## src/rtl/boot_pkg.sv

```systemverilog
// Shared types and constants for the flash boot loader.
package boot_pkg;

  typedef enum logic [2:0] {
    ST_IDLE,
    ST_CMD,
    ST_ADDR,
    ST_DATA,
    ST_HOLD,
    ST_DONE
  } boot_state_e;

  localparam logic [7:0] FLASH_CMD_READ = 8'h03;
  localparam int         FLASH_ADDR_W   = 24;
  localparam int         SPI_WORD_BITS  = 32;
  localparam int         CMD_BITS       = 8;

  // Flash delivers bytes b0..b3 in order; IMEM expects them little-endian.
  function automatic logic [31:0] byte_swap32(input logic [31:0] w);
    return {w[7:0], w[15:8], w[23:16], w[31:24]};
  endfunction

endpackage

```

## src/rtl/spi_bit_engine.sv

```systemverilog
// SPI mode-0 bit engine: shifts 32-bit words full duplex, MSB first.
// A start accepted while 'ready' is high at the end of the last bit cell
// chains the next word without a gap, so chip select can stay low.
module spi_bit_engine
  import boot_pkg::*;
#(
  parameter int CLK_DIV = 1
) (
  input  logic        clk,
  input  logic        reset_n,
  input  logic        start,
  input  logic [31:0] tx_word,
  input  logic        miso,
  output logic        sclk,
  output logic        mosi,
  output logic        ready,
  output logic        done,
  output logic [31:0] rx_word,
  output logic [4:0]  bit_cnt
);

  localparam int               DIV_W    = (CLK_DIV > 1) ? $clog2(CLK_DIV) : 1;
  localparam logic [DIV_W-1:0] DIV_LAST = DIV_W'(CLK_DIV - 1);
  localparam logic [4:0]       BIT_LAST = 5'(SPI_WORD_BITS - 1);

  logic             active;
  logic [DIV_W-1:0] div_cnt;
  logic [31:0]      shift_q;
  logic             phase_end;

  assign phase_end = (div_cnt == DIV_LAST);
  assign ready     = !active || (sclk && phase_end && (bit_cnt == BIT_LAST));
  assign rx_word   = shift_q;

  // Phase counter, SCLK generation, MISO capture on rise, MOSI update on fall.
  always_ff @(posedge clk or negedge reset_n) begin
    if (!reset_n) begin
      active  <= 1'b0;
      sclk    <= 1'b0;
      mosi    <= 1'b0;
      done    <= 1'b0;
      div_cnt <= '0;
      bit_cnt <= '0;
      shift_q <= '0;
    end else begin
      done <= 1'b0;
      if (start && ready) begin
        active  <= 1'b1;
        sclk    <= 1'b0;
        div_cnt <= '0;
        bit_cnt <= '0;
        shift_q <= tx_word;
        mosi    <= tx_word[31];
      end else if (active && ready) begin
        active  <= 1'b0;
        sclk    <= 1'b0;
        mosi    <= 1'b0;
        div_cnt <= '0;
        bit_cnt <= '0;
      end else if (active) begin
        if (phase_end) begin
          div_cnt <= '0;
          if (!sclk) begin
            sclk    <= 1'b1;
            shift_q <= {shift_q[30:0], miso};
            done    <= (bit_cnt == BIT_LAST);
          end else begin
            sclk    <= 1'b0;
            bit_cnt <= bit_cnt + 5'd1;
            mosi    <= shift_q[31];
          end
        end else begin
          div_cnt <= div_cnt + DIV_W'(1);
        end
      end
    end
  end

endmodule

```

## src/rtl/flash_boot_loader.sv

```systemverilog
// Boot sequencer: reads the image from SPI flash into IMEM with one READ
// transaction, then releases the core reset.
module flash_boot_loader
  import boot_pkg::*;
#(
  parameter int                      IMEM_DEPTH = 128,
  parameter logic [FLASH_ADDR_W-1:0] FLASH_BASE = 24'h100000,
  parameter int                      CLK_DIV    = 1,
  localparam int                     AW         = $clog2(IMEM_DEPTH)
) (
  input  logic          clk,
  input  logic          reset_n,
  input  logic          boot_skip,
  output logic          o_flash_sclk,
  output logic          o_flash_cs_n,
  output logic          o_flash_mosi,
  input  logic          i_flash_miso,
  output logic          imem_we,
  output logic [AW-1:0] imem_addr,
  output logic [31:0]   imem_wdata,
  output logic          boot_done,
  output logic          core_reset_n
);

  localparam logic [31:0]       CMD_WORD  = {FLASH_CMD_READ, FLASH_BASE};
  localparam logic [AW:0]       WORDS     = (AW + 1)'(IMEM_DEPTH);
  localparam int                HOLD_W    = (CLK_DIV > 1) ? $clog2(CLK_DIV) : 1;
  localparam logic [HOLD_W-1:0] HOLD_LAST = HOLD_W'(CLK_DIV - 1);

  boot_state_e       state;
  logic              rel_q;
  logic [AW:0]       wcnt;
  logic [HOLD_W-1:0] hold_cnt;

  logic              eng_start;
  logic [31:0]       eng_tx;
  logic              eng_ready;
  logic              eng_done;
  logic [31:0]       eng_rx;
  logic [4:0]        eng_bit_cnt;

  assign core_reset_n = boot_done;

  spi_bit_engine #(
    .CLK_DIV (CLK_DIV)
  ) u_engine (
    .clk     (clk),
    .reset_n (reset_n),
    .start   (eng_start),
    .tx_word (eng_tx),
    .miso    (i_flash_miso),
    .sclk    (o_flash_sclk),
    .mosi    (o_flash_mosi),
    .ready   (eng_ready),
    .done    (eng_done),
    .rx_word (eng_rx),
    .bit_cnt (eng_bit_cnt)
  );

  // Launch the command word from IDLE and chain data words back to back.
  always_comb begin
    eng_start = 1'b0;
    eng_tx    = '0;
    case (state)
      ST_IDLE: begin
        eng_start = rel_q && !boot_skip;
        eng_tx    = CMD_WORD;
      end
      ST_ADDR: eng_start = eng_ready;
      ST_DATA: eng_start = eng_ready && (wcnt != WORDS);
      default: ;
    endcase
  end

  // Boot FSM: chip select, word counting, IMEM write port and core release.
  always_ff @(posedge clk or negedge reset_n) begin
    if (!reset_n) begin
      state        <= ST_IDLE;
      rel_q        <= 1'b0;
      o_flash_cs_n <= 1'b1;
      boot_done    <= 1'b0;
      wcnt         <= '0;
      hold_cnt     <= '0;
      imem_we      <= 1'b0;
      imem_addr    <= '0;
      imem_wdata   <= '0;
    end else begin
      imem_we <= eng_done && ((state == ST_DATA) || (state == ST_HOLD));
      if (eng_done && ((state == ST_DATA) || (state == ST_HOLD))) begin
        imem_wdata <= byte_swap32(eng_rx);
      end
      if (imem_we) begin
        imem_addr <= imem_addr + AW'(1);
      end

      case (state)
        ST_IDLE: begin
          rel_q <= 1'b1;
          if (rel_q) begin
            if (boot_skip) begin
              state     <= ST_DONE;
              boot_done <= 1'b1;
            end else begin
              state        <= ST_CMD;
              o_flash_cs_n <= 1'b0;
            end
          end
        end
        ST_CMD: begin
          if (eng_bit_cnt == 5'(CMD_BITS)) state <= ST_ADDR;
        end
        ST_ADDR: begin
          if (eng_ready) begin
            state <= ST_DATA;
            wcnt  <= (AW + 1)'(1);
          end
        end
        ST_DATA: begin
          if (eng_ready) begin
            if (wcnt == WORDS) begin
              state    <= ST_HOLD;
              hold_cnt <= '0;
            end else begin
              wcnt <= wcnt + (AW + 1)'(1);
            end
          end
        end
        ST_HOLD: begin
          if (hold_cnt == HOLD_LAST) begin
            state        <= ST_DONE;
            o_flash_cs_n <= 1'b1;
            boot_done    <= 1'b1;
          end else begin
            hold_cnt <= hold_cnt + HOLD_W'(1);
          end
        end
        ST_DONE: ;
        default: state <= ST_IDLE;
      endcase
    end
  end

endmodule

```

## config.mk

```make
export PLATFORM = sky130hd
export DESIGN_NAME = flash_boot_loader
export DESIGN_NICKNAME = d
export VERILOG_FILES = /design/src/rtl/boot_pkg.sv /design/src/rtl/spi_bit_engine.sv /design/src/rtl/flash_boot_loader.sv
export SDC_FILE = /design/constraint.sdc
export NUM_CORES = 1
export LEC_CHECK = 0
export BUFFER_PORTS_ARGS = -buffer_cell sky130_fd_sc_hd__buf_2
export CAP_MARGIN = 20
export CELL_PAD_IN_SITES_DETAIL_PLACEMENT = 1
export CELL_PAD_IN_SITES_GLOBAL_PLACEMENT = 1
export CORE_MARGIN = 5
export CORE_UTILIZATION = 47
export CTS_BUF_LIST = sky130_fd_sc_hd__clkbuf_8
export CTS_CLUSTER_DIAMETER = 120
export DETAILED_ROUTE_END_ITERATION = 12
export HOLD_SLACK_MARGIN = 0.05
export PLACE_DENSITY = 0.91
export SLEW_MARGIN = 20
export SYNTH_ARGS = -nofsm -noshare
export SYNTH_HDL_FRONTEND = slang
export SYNTH_SLANG_ARGS = --single-unit
```

## constraint.sdc

```tcl
create_clock -name clk -period 3.13 [get_ports clk]
set_input_delay 0.626 -clock clk [delete_from_list [all_inputs] [get_ports clk]]
set_output_delay 0.626 -clock clk [all_outputs]
set_load 0.05 [all_outputs]
```

## After elaboration in Yosys (flattened, before gate mapping)

Index checks and enable logic that the tools add are counted.

| cells by class | value |
|---|---|
| bitwise gates (word level) | 2 |
| muxes and demuxes | 56 |
| equality and inequality tests | 22 |
| add/subtract/negate cells | 5 |
| reductions and logical operators | 27 |

Operators with widths:

| operator | number |
|---|---|
| $mux 32 | 5 |
| $mux 1 | 29 |
| $mux 26 | 1 |
| $mux 5 | 5 |
| $mux 8 | 3 |
| $mux 3 | 7 |
| $ne 2x2->1 const B | 10 |
| $pmux 3 s6 | 1 |
| $pmux 8 s2 | 1 |
| $reduce_and 4->1 | 4 |
| $reduce_bool 2->1 | 5 |
| $add 8x1->8 const B | 1 |
| $eq 8x8->1 const B | 1 |
| $ne 8x8->1 const B | 1 |
| $add 7x1->7 const B | 1 |
| $logic_and 1x1->1 | 7 |
| $reduce_and 7->1 | 1 |
| $eq 3x2->1 const B | 2 |
| $eq 3x3->1 const B | 2 |
| $pmux 1 s2 | 3 |
| $reduce_and 3->1 | 2 |
| $reduce_bool 3->1 | 2 |
| $add 5x1->5 const B | 1 |
| $eq 5x4->1 const B | 1 |
| 11 further kinds | 16 |

| storage, ports and cells | value |
|---|---|
| word-level logic and storage cells | 128 |
| bits of input ports | 4 |
| register bits after elaboration | 97 |
| output and inout bits | 45 |

## Logic depth before layout (Yosys ltp)

| depth | value |
|---|---|
| depth in word-level cells | 9 |
| mapped depth | 9 |
| mapped depth without buffers | 8 |

## Modules after synthesis

A second synthesis with hierarchy kept.

| second synthesis, totals | value |
|---|---|
| cell total of the unflattened synthesis | 344 |
| area total of the unflattened synthesis | 4449.3 um2 |

Modules (own cells, without submodules):

| module | sequential area each (um2) | cells each | area each (um2) | times used |
|---|---|---|---|---|
| flash_boot_loader | 1352.5 | 183 | 2533.7 | 1 |
| spi_bit_engine | 1026.0 | 161 | 1915.6 | 1 |

## Least setup slack after synthesis

Ideal clock, no wire load.

| path | value |
|---|---|
| path type | register to register |
| from | reg u_engine.bit_cnt[0] |
| to | reg wcnt[0] |
| library setup time | 0.125 ns |
| buffers on the path | 0 |
| data required time | 3.005 ns |
| slack | 0.881 ns |
| cell stages (with the launch flop) | 9 |
| arrival | 2.124 ns |
| period minus slack after synthesis | 2.249 ns |
| cell sequence | dfrtp_1 ha_1 and3_1 ha_1 a21bo_2 a22o_2 o21ai_2 nor2_1 mux2_2 |

| between the ends | value |
|---|---|
| longest elaborated chain between the ends | 5 |
| elaborated cells between the ends (all ways) | 6 |
| classes of those cells | eq/ne: 3; reduce/logical: 3 |

RTL lines:

| what | line | source |
|---|---|---|
| from (decl) | spi_bit_engine.sv:19 | `output logic [4:0] bit_cnt` |
| from (signal assigned) | spi_bit_engine.sv:69 | `bit_cnt <= bit_cnt + 5'd1;` |
| $eq 5x5->1 (*) | spi_bit_engine.sv:32 | `assign ready = !active \|\| (sclk && phase_end && (bit_cnt == BIT_LAST));` |
| $logic_and 1x1->1 (*) | spi_bit_engine.sv:32 |  |
| $logic_or 1x1->1 (*) | spi_bit_engine.sv:32 |  |
| $ne 2x2->1 (no line) | -- |  |
| $reduce_and 4->1 (no line) (*) | -- |  |
| to (signal assigned) | flash_boot_loader.sv:115 | `wcnt <= (AW + 1)'(1);` |
| to (signal assigned) | flash_boot_loader.sv:124 | `wcnt <= wcnt + (AW + 1)'(1);` |
| to (decl) | flash_boot_loader.sv:32 | `logic [AW:0] wcnt;` |

Every way passes the cells marked *; elsewhere a longest branch is shown, timed or not.
A chain may end at the register's enable or synchronous reset.

## Final worst setup path

| path | value |
|---|---|
| from | reg u_engine.bit_cnt[0] |
| to | reg u_engine.shift_q[12] (netlist: u_engine.rx_word[12]) |

| between the ends | value |
|---|---|
| longest elaborated chain between the ends | 8 |
| elaborated cells between the ends (all ways) | 13 |
| classes of those cells | eq/ne: 4; mux: 2; reduce/logical: 7 |

RTL lines:

| what | line | source |
|---|---|---|
| $eq 5x5->1 (*) | spi_bit_engine.sv:32 |  |
| $logic_and 1x1->1 (*) | spi_bit_engine.sv:32 |  |
| $logic_or 1x1->1 (*) | spi_bit_engine.sv:32 |  |
| $logic_and 1x1->1 | flash_boot_loader.sv:70 | `ST_DATA: eng_start = eng_ready && (wcnt != WORDS);` |
| $pmux 1 s3 | flash_boot_loader.sv:64 | `case (state)` |
| $logic_and 1x1->1 | spi_bit_engine.sv:47 | `if (start && ready) begin` |
| $ne 2x2->1 (no line), or another cell as far along | -- |  |
| $reduce_and 4->1 (no line) | -- |  |
| to (signal assigned) | spi_bit_engine.sv:52 | `shift_q <= tx_word;` |
| to (signal assigned) | spi_bit_engine.sv:65 | `shift_q <= {shift_q[30:0], miso};` |
| to (decl) | spi_bit_engine.sv:28 | `logic [31:0] shift_q;` |

Marked as above.

==> out/metrics.csv <==
metric,value,unit
CTS hold repair buffers,0,
Clock Sinks,95,
HPWL after DPL,6430,µm
flop2flop setup slack,0.56,ns
worst reg2reg path depth,9,
GPL Wtd Cong,0.880,
Post-synth EDFFs,0,
DRT Pass-1 Iters,4,
"Data required, critical path",3.42,ns
Setup-failing EPs final,0,
Max-slew headroom,36.9,%
DP Area,4470,µm²
vias,2989,
Least-Margin Pin Slew,0.939,ns
Ports,49,
CTS Buffer Depth,2,
Synth async-reset ratio,100,%
largest stage delay on the critical path,0.42,ns
worst r2r src,u_engine.bit_cnt[0]$_DFFE_PN0P_,
RSZ-0062 raised after global routing,no,
Post-Synthesis Cells,384,
fraction of layout cells with a size suffix above 1,27.2,%
fmax,389,MHz
# nets final,439,
pin count of the biggest net entering global routing,51,
fin crit share,82.1,%
Crit Path Max Fanout,21,
Post-synth top cells,"dfrtp_1, nand2_1, a21oi_1, mux2_2, nor2_1",
die width,104,µm
I/O Buffers,48,
worst vdd ir,0.267,mV
gr usage total,17.9,%
post-synth top area share,57.2,%
vias in the first global route,3330,
Critical path buffers and inverters,1,
mapped cell area,4110,µm²
Setup Skew,0.0140,ns
CTS Buf Count,9,
Routed Antenna Nets,0,
Synth Net Count,394,
Area Growth Syn to Fin,13.2,%
Min-Delay Path Class,in -> async,
Fin. Hold Viols,0,
TNS Setup,0,ns
Post-Route WL,9320,µm
clock root cell,clkbuf_8,
CTS tree,yes,
total die area,10700,µm²
Synth Flop Type,dfrtp_1,
"Avg Cell Area, Syn",10.7,µm²
outcome,finished clean,
Synth area leader,dfrtp_1,
synth unique cells,43,
CP Depth,9,
"delay-heaviest family, CP",compound AO/OA/AOI/OAI gates,
Yosys Warn Count,0,
top-count cell post-synth,dfrtp_1,
initial DRC count,134,
Crit-path slowest cell,dfrtp_1,
global-route wire length before repair,16100,µm
number of antenna diodes,0,
Initial Util,47.6,%
Power Density,440,nW/µm²
H-tree levels,3,
crit path cell chain,ha_1 > and3_1 > ha_1 > a21bo_2 > a22o_2 > nor2_2 > nor2_2 > buf_12 > a21oi_1,
Final Power,0.00205,W
CP Capture Type,flop,
grt total ovfl,0,
Vias/cell,5.51,
Placement Rows,34,
WS Path Type,reg -> reg,
"Seq/Total Area, Yosys",57.9,%
initial antenna violation count,0,
post-layout min period,2.57,ns
Static Leak,2.35,nW
Post-Layout Inst Area,4650,µm²
Fillers,987,
post-cts gate resize count,0,
Slew Limit Fails,0,
Worst Path Arrival,2.86,ns
Routed wire per std cell,17.2,µm
worst-skew pair later-pin latency,0.37,ns
RR Endpoint,u_engine.rx_word[12]$_DFFE_PN0P_,
Synth area leaders,"dfrtp_1, mux2_2, nand2_1",
setup repair bufs after CTS,0,
max-cap viol count,0,
height of the die,104,µm
Critical path destination,u_engine.rx_word[12]$_DFFE_PN0P_,
synthesized flop and latch total,95,
startpoint types,flop,
DRC,0,
"CTS clk-pin slew, worst paths",0.10,ns
crit path from,u_engine.bit_cnt[0]$_DFFE_PN0P_,
Core Region,8640,µm²
-- cells in the final DEF (no fill, tap or decap), types with 3 or more instances in the layout --
cell / synthesis / final
dfrtp_1: 94 / 94
nand2_1: 92 / 92
buf_2: 5 / 47
mux2_2: 35 / 35
a21oi_1: 35 / 35
nor2_1: 16 / 15
o21ai_0: 15 / 15
inv_1: 9 / 9
clkbuf_8: 0 / 9
xor2_1: 7 / 7
ha_1: 6 / 6
nor3_1: 5 / 5
buf_4: 1 / 5
inv_6: 0 / 4
nand2b_1: 3 / 3
a31oi_1: 3 / 3
and3_1: 3 / 3
nand3_1: 3 / 3
nand4_1: 3 / 3
xnor2_1: 3 / 3
-- through the flow --
stage / utilization [%] / cells / hold slack, ns / setup slack [ns]
5_1_grt: 53.9 / 542 / 0.304 / 0.383
6_report: 53.9 / 542 / 0.256 / 0.562
4_1_cts: 53.9 / 542 / 0.280 / 0.529
3_5_place_dp: 51.8 / 526 / 0.458 / 0.591
3_3_place_gp: 51.8 / 526 / 0.452 / 0.730
2_1_floorplan: - / 384 / 0.330 / 0.881
-- logic make-up after synthesis --
kind of cell | share of synthesized area, %
adders and majority gates | 1.83
DFF | 57.9
AOI/OAI and AO/OA | 10.4
xor gates and xnor gates | 2.13
and+or+nand+nor | 15.2
buffers and inverters | 3.07
muxes | 9.59
-- worst reg2reg max path, delay by kind of cell, from the launching register on --
kind                     cells  cell delay, ns
AND/OR/NAND/NOR              3            0.64
adder cells (fa/ha/maj)      2            0.49
buffers and inverters        1            0.20
AO/OA/AOI/OAI                3            0.76
flip-flops                   1            0.42
-- report_power, final --
group	internal [W]	switching (W)	leakage, nW
clock network	0.000305	0.000466	0.0929
logic	0.00000875	0.0000283	1.08
registers	0.00123	0.00000665	1.18
total	0.00155	0.000501	2.35
-- registers in the layout (all words and copies together), names as in the netlist, 3 cells and up --
name,cells
imem_wdata,32
wcnt,8
imem_addr,7
state,3
u_engine.bit_cnt,5
u_engine.rx_word,32
-- worst min-delay path by stage --
stage                             startpoint                              end  slack, ns
detailed placement  imem_addr[6]$_DFFE_PN0P_         imem_addr[6]$_DFFE_PN0P_       0.46
global route                         reset_n  u_engine.bit_cnt[2]$_DFFE_PN0P_       0.30
global placement    imem_addr[6]$_DFFE_PN0P_         imem_addr[6]$_DFFE_PN0P_       0.45
finish                               reset_n  u_engine.bit_cnt[3]$_DFFE_PN0P_       0.26
CTS                                  reset_n  u_engine.bit_cnt[3]$_DFFE_PN0P_       0.28
floorplan                            reset_n            boot_done$_DFFE_PN0P_       0.33
-- cell type report --
class	instances	area (µm²)	area share, %
sequential	95	2380	51.1
clock buffer	9	124	2.66
clock inverter	7	58.8	1.26
inverter	9	33.8	0.726
tap	108	135	2.90
timing repair buffer	54	313	6.72
multi-input combinational	260	1610	34.6
-- per-layer routing --
layer	up-vias	wire length, µm	track usage (%)
li1	1397	-	-
met1	1527	4010	22.5
met2	57	4870	31.2
met3	8	316	3.17
met4	0	123	5.81
met5	-	0	0
No activity file was read; power rests on OpenSTA's default activity.
